### src/rtl/riscv_pkg.sv
// Shared RV32I memory-stage definitions: funct3 access codes, LSU states and byte-lane width.
package riscv_pkg;

    localparam int BE_W = 4;

    localparam logic [2:0] F3_B  = 3'b000;
    localparam logic [2:0] F3_H  = 3'b001;
    localparam logic [2:0] F3_W  = 3'b010;
    localparam logic [2:0] F3_BU = 3'b100;
    localparam logic [2:0] F3_HU = 3'b101;

    typedef enum logic [1:0] {IDLE, RESP, DONE} lsu_state_t;

    typedef enum logic [1:0] {SZ_B, SZ_H, SZ_W} lsu_size_t;

    // Unused funct3 size codes fall back to a word access.
    function automatic lsu_size_t f3_size(input logic [1:0] f3_lo);
        case (f3_lo)
            2'b00:   return SZ_B;
            2'b01:   return SZ_H;
            default: return SZ_W;
        endcase
    endfunction

endpackage

### src/rtl/lsu_align.sv
// Combinational lane logic: store byte enables and replication, load shift and sign/zero extension.
module lsu_align
    import riscv_pkg::*;
(
    input  lsu_size_t       i_st_size,
    input  logic [1:0]      i_st_off,
    input  logic [31:0]     i_st_data,
    output logic [BE_W-1:0] o_be,
    output logic [31:0]     o_wdata,
    input  logic [2:0]      i_ld_funct3,
    input  logic [1:0]      i_ld_off,
    input  logic [31:0]     i_ld_word,
    output logic [31:0]     o_ld_data
);

    logic [4:0]  w_shamt;
    logic [31:0] w_shifted;
    logic        w_signed;

    always_comb begin
        o_be    = 4'b1111;
        o_wdata = i_st_data;
        unique case (i_st_size)
            SZ_B: begin
                o_be    = 4'b0001 << i_st_off;
                o_wdata = {4{i_st_data[7:0]}};
            end
            SZ_H: begin
                o_be    = 4'b0011 << {i_st_off[1], 1'b0};
                o_wdata = {2{i_st_data[15:0]}};
            end
            default: begin
                o_be    = 4'b1111;
                o_wdata = i_st_data;
            end
        endcase
    end

    // Low offset bits below the access size are dropped, forcing natural alignment.
    always_comb begin
        w_signed  = ~i_ld_funct3[2];
        w_shamt   = 5'd0;
        o_ld_data = '0;
        unique case (f3_size(i_ld_funct3[1:0]))
            SZ_B:    w_shamt = {i_ld_off, 3'b000};
            SZ_H:    w_shamt = {i_ld_off[1], 4'b0000};
            default: w_shamt = 5'd0;
        endcase
        w_shifted = i_ld_word >> w_shamt;
        unique case (f3_size(i_ld_funct3[1:0]))
            SZ_B:    o_ld_data = {{24{w_signed & w_shifted[7]}}, w_shifted[7:0]};
            SZ_H:    o_ld_data = {{16{w_signed & w_shifted[15]}}, w_shifted[15:0]};
            default: o_ld_data = w_shifted;
        endcase
    end

endmodule

### src/rtl/mem_stage_lsu.sv
// MEM-stage load/store unit: single-outstanding req/gnt/rvalid bus master with pipeline stall.
// Define LSU_MISALIGN_TRAP_EN to flag misaligned half/word accesses instead of force-aligning.
module mem_stage_lsu
    import riscv_pkg::*;
#(
    parameter int ADDR_W = 32,
    parameter int DATA_W = 32
) (
    input  logic              clk,
    input  logic              reset,
    input  logic              MemRead_MEM,
    input  logic              MemWrite_MEM,
    input  logic [2:0]        funct3_MEM,
    input  logic [ADDR_W-1:0] ADDRESS_MEM,
    input  logic [DATA_W-1:0] WRITE_DATA_MEM,
    output logic [DATA_W-1:0] READ_DATA_MEM,
    output logic              stall_MEM,
    output logic              bus_req,
    output logic              bus_we,
    output logic [ADDR_W-1:0] bus_addr,
    output logic [BE_W-1:0]   bus_be,
    output logic [DATA_W-1:0] bus_wdata,
    input  logic              bus_gnt,
    input  logic              bus_rvalid,
    input  logic [DATA_W-1:0] bus_rdata,
    output logic              misalign_MEM
);

    lsu_state_t  r_state;
    lsu_state_t  w_state_next;
    logic [31:0] r_load_q;
    logic [1:0]  r_off_q;
    logic [2:0]  r_f3_q;
    logic        r_is_load_q;

    logic        w_op;
    logic        w_misalign;
    lsu_size_t   w_size;
    logic [31:0] w_ld_data;

    // Both MemRead and MemWrite set is treated as a store.
    assign w_op   = MemRead_MEM | MemWrite_MEM;
    assign w_size = f3_size(funct3_MEM[1:0]);

`ifdef LSU_MISALIGN_TRAP_EN
    assign w_misalign = w_op && (r_state == IDLE) &&
                        (((w_size == SZ_H) && ADDRESS_MEM[0]) ||
                         ((w_size == SZ_W) && (ADDRESS_MEM[1:0] != 2'b00)));
`else
    assign w_misalign = 1'b0;
`endif

    assign misalign_MEM = w_misalign;
    assign bus_we       = MemWrite_MEM;
    assign bus_addr     = {ADDRESS_MEM[ADDR_W-1:2], 2'b00};

    lsu_align u_align (
        .i_st_size   (w_size),
        .i_st_off    (ADDRESS_MEM[1:0]),
        .i_st_data   (WRITE_DATA_MEM),
        .o_be        (bus_be),
        .o_wdata     (bus_wdata),
        .i_ld_funct3 (r_f3_q),
        .i_ld_off    (r_off_q),
        .i_ld_word   (r_load_q),
        .o_ld_data   (w_ld_data)
    );

    always_comb begin
        w_state_next  = r_state;
        bus_req       = 1'b0;
        stall_MEM     = 1'b0;
        READ_DATA_MEM = '0;
        unique case (r_state)
            IDLE: begin
                if (w_op && !w_misalign) begin
                    bus_req   = 1'b1;
                    stall_MEM = 1'b1;
                    if (bus_gnt) begin
                        w_state_next = MemWrite_MEM ? DONE : RESP;
                    end
                end
            end
            RESP: begin
                stall_MEM = 1'b1;
                if (bus_rvalid) begin
                    w_state_next = DONE;
                end
            end
            DONE: begin
                w_state_next = IDLE;
                if (r_is_load_q) begin
                    READ_DATA_MEM = w_ld_data;
                end
            end
            default: w_state_next = IDLE;
        endcase
    end

    always_ff @(posedge clk) begin
        if (reset) begin
            r_state     <= IDLE;
            r_load_q    <= '0;
            r_off_q     <= '0;
            r_f3_q      <= '0;
            r_is_load_q <= 1'b0;
        end else begin
            r_state <= w_state_next;
            if ((r_state == IDLE) && bus_req && bus_gnt) begin
                r_off_q     <= ADDRESS_MEM[1:0];
                r_f3_q      <= funct3_MEM;
                r_is_load_q <= ~MemWrite_MEM;
            end
            if ((r_state == RESP) && bus_rvalid) begin
                r_load_q <= bus_rdata;
            end
        end
    end

endmodule

### config.mk
export PLATFORM = sky130hd
export DESIGN_NAME = mem_stage_lsu
export DESIGN_NICKNAME = d
export VERILOG_FILES = /design/src/rtl/riscv_pkg.sv /design/src/rtl/lsu_align.sv /design/src/rtl/mem_stage_lsu.sv
export SDC_FILE = /design/constraint.sdc
export NUM_CORES = 1
export LEC_CHECK = 0
export BUFFER_PORTS_ARGS = -buffer_cell sky130_fd_sc_hd__buf_2
export CORE_MARGIN = 2
export CORE_UTILIZATION = 36
export CTS_CLUSTER_DIAMETER = 150
export DETAILED_ROUTE_END_ITERATION = 10
export HOLD_SLACK_MARGIN = 0.15
export PLACE_DENSITY = 0.78
export SYNTH_ARGS = -nofsm -noshare
export SYNTH_HDL_FRONTEND = slang
export SYNTH_SLANG_ARGS = --single-unit
### constraint.sdc
create_clock -name clk -period 4.1 [get_ports clk]
set_input_delay 0.82 -clock clk [delete_from_list [all_inputs] [get_ports clk]]
set_output_delay 0.82 -clock clk [all_outputs]
set_load 0.02 [all_outputs]
==> results.yml <==
outcome:
  status: "completed"
detailed_routing:
  drc: 0
  vias: 2769
  wirelength_mm: 8.082
  wire_per_inst_um: 14.51
  ant_nets: 0
  dr.pass1.iters: 5
  vias_per_cell: 4.971
  dr.first_iter.drc_count: 171
cts:
  cts_made_buffers: 5
  root_buffer: "clkbuf_8"
  insertion_delay_ns: 0.29
  cts_tree: "done"
  htreeDepth: 2
  cts_max_path_buffers: 2
  cts_setup_buffers: 0
  cts_resized: 0
  ctsHoldBuffers: 0
  clkTransAtPathRegs_ns: 0.07
  clock_sinks: 40
grt:
  grt_first_pass_wirelength_mm: 12.21
  grt_start_max_net_pins: 41
  antenna_found_initial: 0
  gr-total-overflow: 0
  track_usage: 0.1769
  grt_pass1_vias: 2534
setup_path:
  rr_endpoint: "r_f3_q[1]"
  crit_path_end_kind: "output pin"
  cp_slowest_cell: "or4b_4"
  critical_path.max_stage_delay_ns: 0.56
  crit_fanout: 15
  cp_top_family: "compound AO/OA/AOI/OAI gates"
  regToRegSetupSlack_ns: 2.25
  path_class: "reg -> out"
  cp-start-kind: "flop"
  crit_buf_inv: 2
  r2r_cells: 3
  worstPathCellList: "or4b_4, o2111a_1, o41ai_4, buf_4, a21oi_1, buf_2"
  arrival_ns: 2.38
  reg2reg_from: "r_state[1]"
  cp.required_ns: 3.28
floorplanning:
  initial_utilization: 0.3688
  die_y_um: 92.51
  fp.dieW_um: 92.51
  design.portCount: 209
  dieArea_um2: 8558
  core_area_um2: 7647
  rows: 32
place:
  gp_congestion: 0.8995
  dpl.hpwl_mm: 6.159
  port_buffers: 145
pwr:
  p_leak_nw: 1.527
  vdd_drop_max_uv: 143.1
  powerDensity_nw_per_um2: 284.7
synth:
  synth_top_cell_by_area: "dfxtp_1"
  syn_area_per_cell_um2: 7.856
  ys_top_cells_by_area: "dfxtp_1 28%, buf_4 11%, nand2_1 9.7%"
  seq_area_frac_synth: 0.2839
  ys_types: 38
  syn_area_um2: 2820
  synth_top_area_frac: 0.2839
  yosysWarnings: 0
  syn_inst: 359
  ys_seq_elements: 40
sta:
  fin_tns_setup_ns: 0
  post-route-min-period_ns: 3.200
  fmax_mhz: 312.5
  finalHoldViolCount: 0
  fin_worst_skew_ns: 0.007581
  slew_headroom: 0.2825
  rsz0062_at_grt: "false"
  whs_ns: 0.4661
  setup_viol_count_final: 0
  fin_crit_sh: 0.7806
  tightestPinTransition_ns: 1.074
  drv_slew: 0
hold_path:
  hp-class: "reg -> reg"
  holdPathStages: 2
  hp-start: "r_load_q[3]"
  min_to: "r_load_q[3]"
layout:
  syn_to_final_growth_pct: 21.34
  final_common_cell: "buf_2"
  antenna_cells: 0
  layout_common_cells: "145 x buf_2, 73 x nand2_1, 52 x a21oi_1, 40 x dfxtp_1"
  drive_gt1_frac: 0.4154
  fin_nets: 559
job:
  cap_violations: 0
-- flip-flops by register name, summed over array words and instances, names as in the netlist --
| register | flops |
|---|---|
| r_f3_q | 3 |
| r_off_q | 2 |
| r_load_q | 32 |
| r_is_load_q | 1 |
| r_state | 2 |
-- synthesized netlist by cell type --
cell,number
conb_1,1
or4b_4,1
o41ai_4,1
mux2i_1,21
mux2_2,16
inv_1,21
buf_12,1
a21oi_1,52
o21bai_1,2
nor3b_1,3
nor2b_1,1
nor3b_2,1
buf_6,1
nand2_1,73
mux4_2,7
o2111a_1,2
nor2_1,11
or3b_2,1
dfxtp_1,40
and3_1,1
o21ai_1,1
buf_4,43
o21a_1,1
a21o_1,2
a221oi_1,1
buf_2,1
nand3_1,1
and2b_2,1
o22ai_1,7
nor3_1,3
nor4b_2,1
nand3b_1,1
clkbuf_1,19
a22o_1,1
o21ai_0,10
nand2b_1,1
and2_1,7
a22oi_1,1
-- worst max path at each step --
stage          cells after the start                 to          start  slack, ns
2_1_floorplan                      6  READ_DATA_MEM[21]      r_f3_q[0]       1.39
3_3_place_gp                       4      bus_wdata[14]  funct3_MEM[1]       1.10
3_5_place_dp                       4      bus_wdata[14]  funct3_MEM[1]       1.01
4_1_cts                            4   READ_DATA_MEM[2]      r_f3_q[1]       0.86
5_1_grt                            4   READ_DATA_MEM[2]      r_f3_q[0]       0.72
6_report                           6  READ_DATA_MEM[18]      r_f3_q[1]       0.90
-- through the flow --
step / power, mW / std cells / instance area [µm²] / utilization / setup slack [ns]
3_5_place_dp: 0.6426 / 549 / 3301 / 0.4316 / 1.009
3_3_place_gp: 0.6370 / 549 / 3301 / 0.4316 / 1.095
6_report: 0.9743 / 557 / 3422 / 0.4475 / 0.8997
5_1_grt: 1.016 / 557 / 3422 / 0.4475 / 0.7154
2_1_floorplan: 0.6088 / 361 / 2828 / - / 1.393
4_1_cts: 0.9810 / 557 / 3422 / 0.4475 / 0.8578
-- where the power goes --
part           switching (mW)  internal, mW
combinational           0.127        0.0927
clock                   0.141         0.199
sequential             0.0141         0.400
total                   0.282         0.692
-- kinds of logic after synthesis --
group           Yosys count  synth area share
compound gates           81            0.1673
simple gates            107            0.1726
flops                    40            0.2839
buf+inv                  86            0.1806
mux                      44            0.1943
other cells               1          0.001330
-- metal layers --
layer | track usage | share of wire | wire length (µm)
met5 | 0 | 0 | 0
met4 | 0.06716 | 0.020 | 158
met3 | 0.04394 | 0.066 | 536
met2 | 0.2695 | 0.49 | 3931
met1 | 0.2412 | 0.43 | 3456
-- worst reg2reg max path, delay by kind of cell (launching register included) --
kind | cells | cell delay, ns
multiplexers | 1 | 0.28
AND/OR/NAND/NOR | 2 | 1.03
flip-flops | 1 | 0.39
-- final cells by class --
type,instances,area (µm²)
fillers,784,4225
multi-input cells,235,1523
flip-flops and latches,40,800.8
repair buffers,151,770.7
well taps,102,127.6
clock buffers,6,82.58
inverters,21,78.83
clock inverters,2,38.79
No activity file was read; power rests on OpenSTA's default activity.
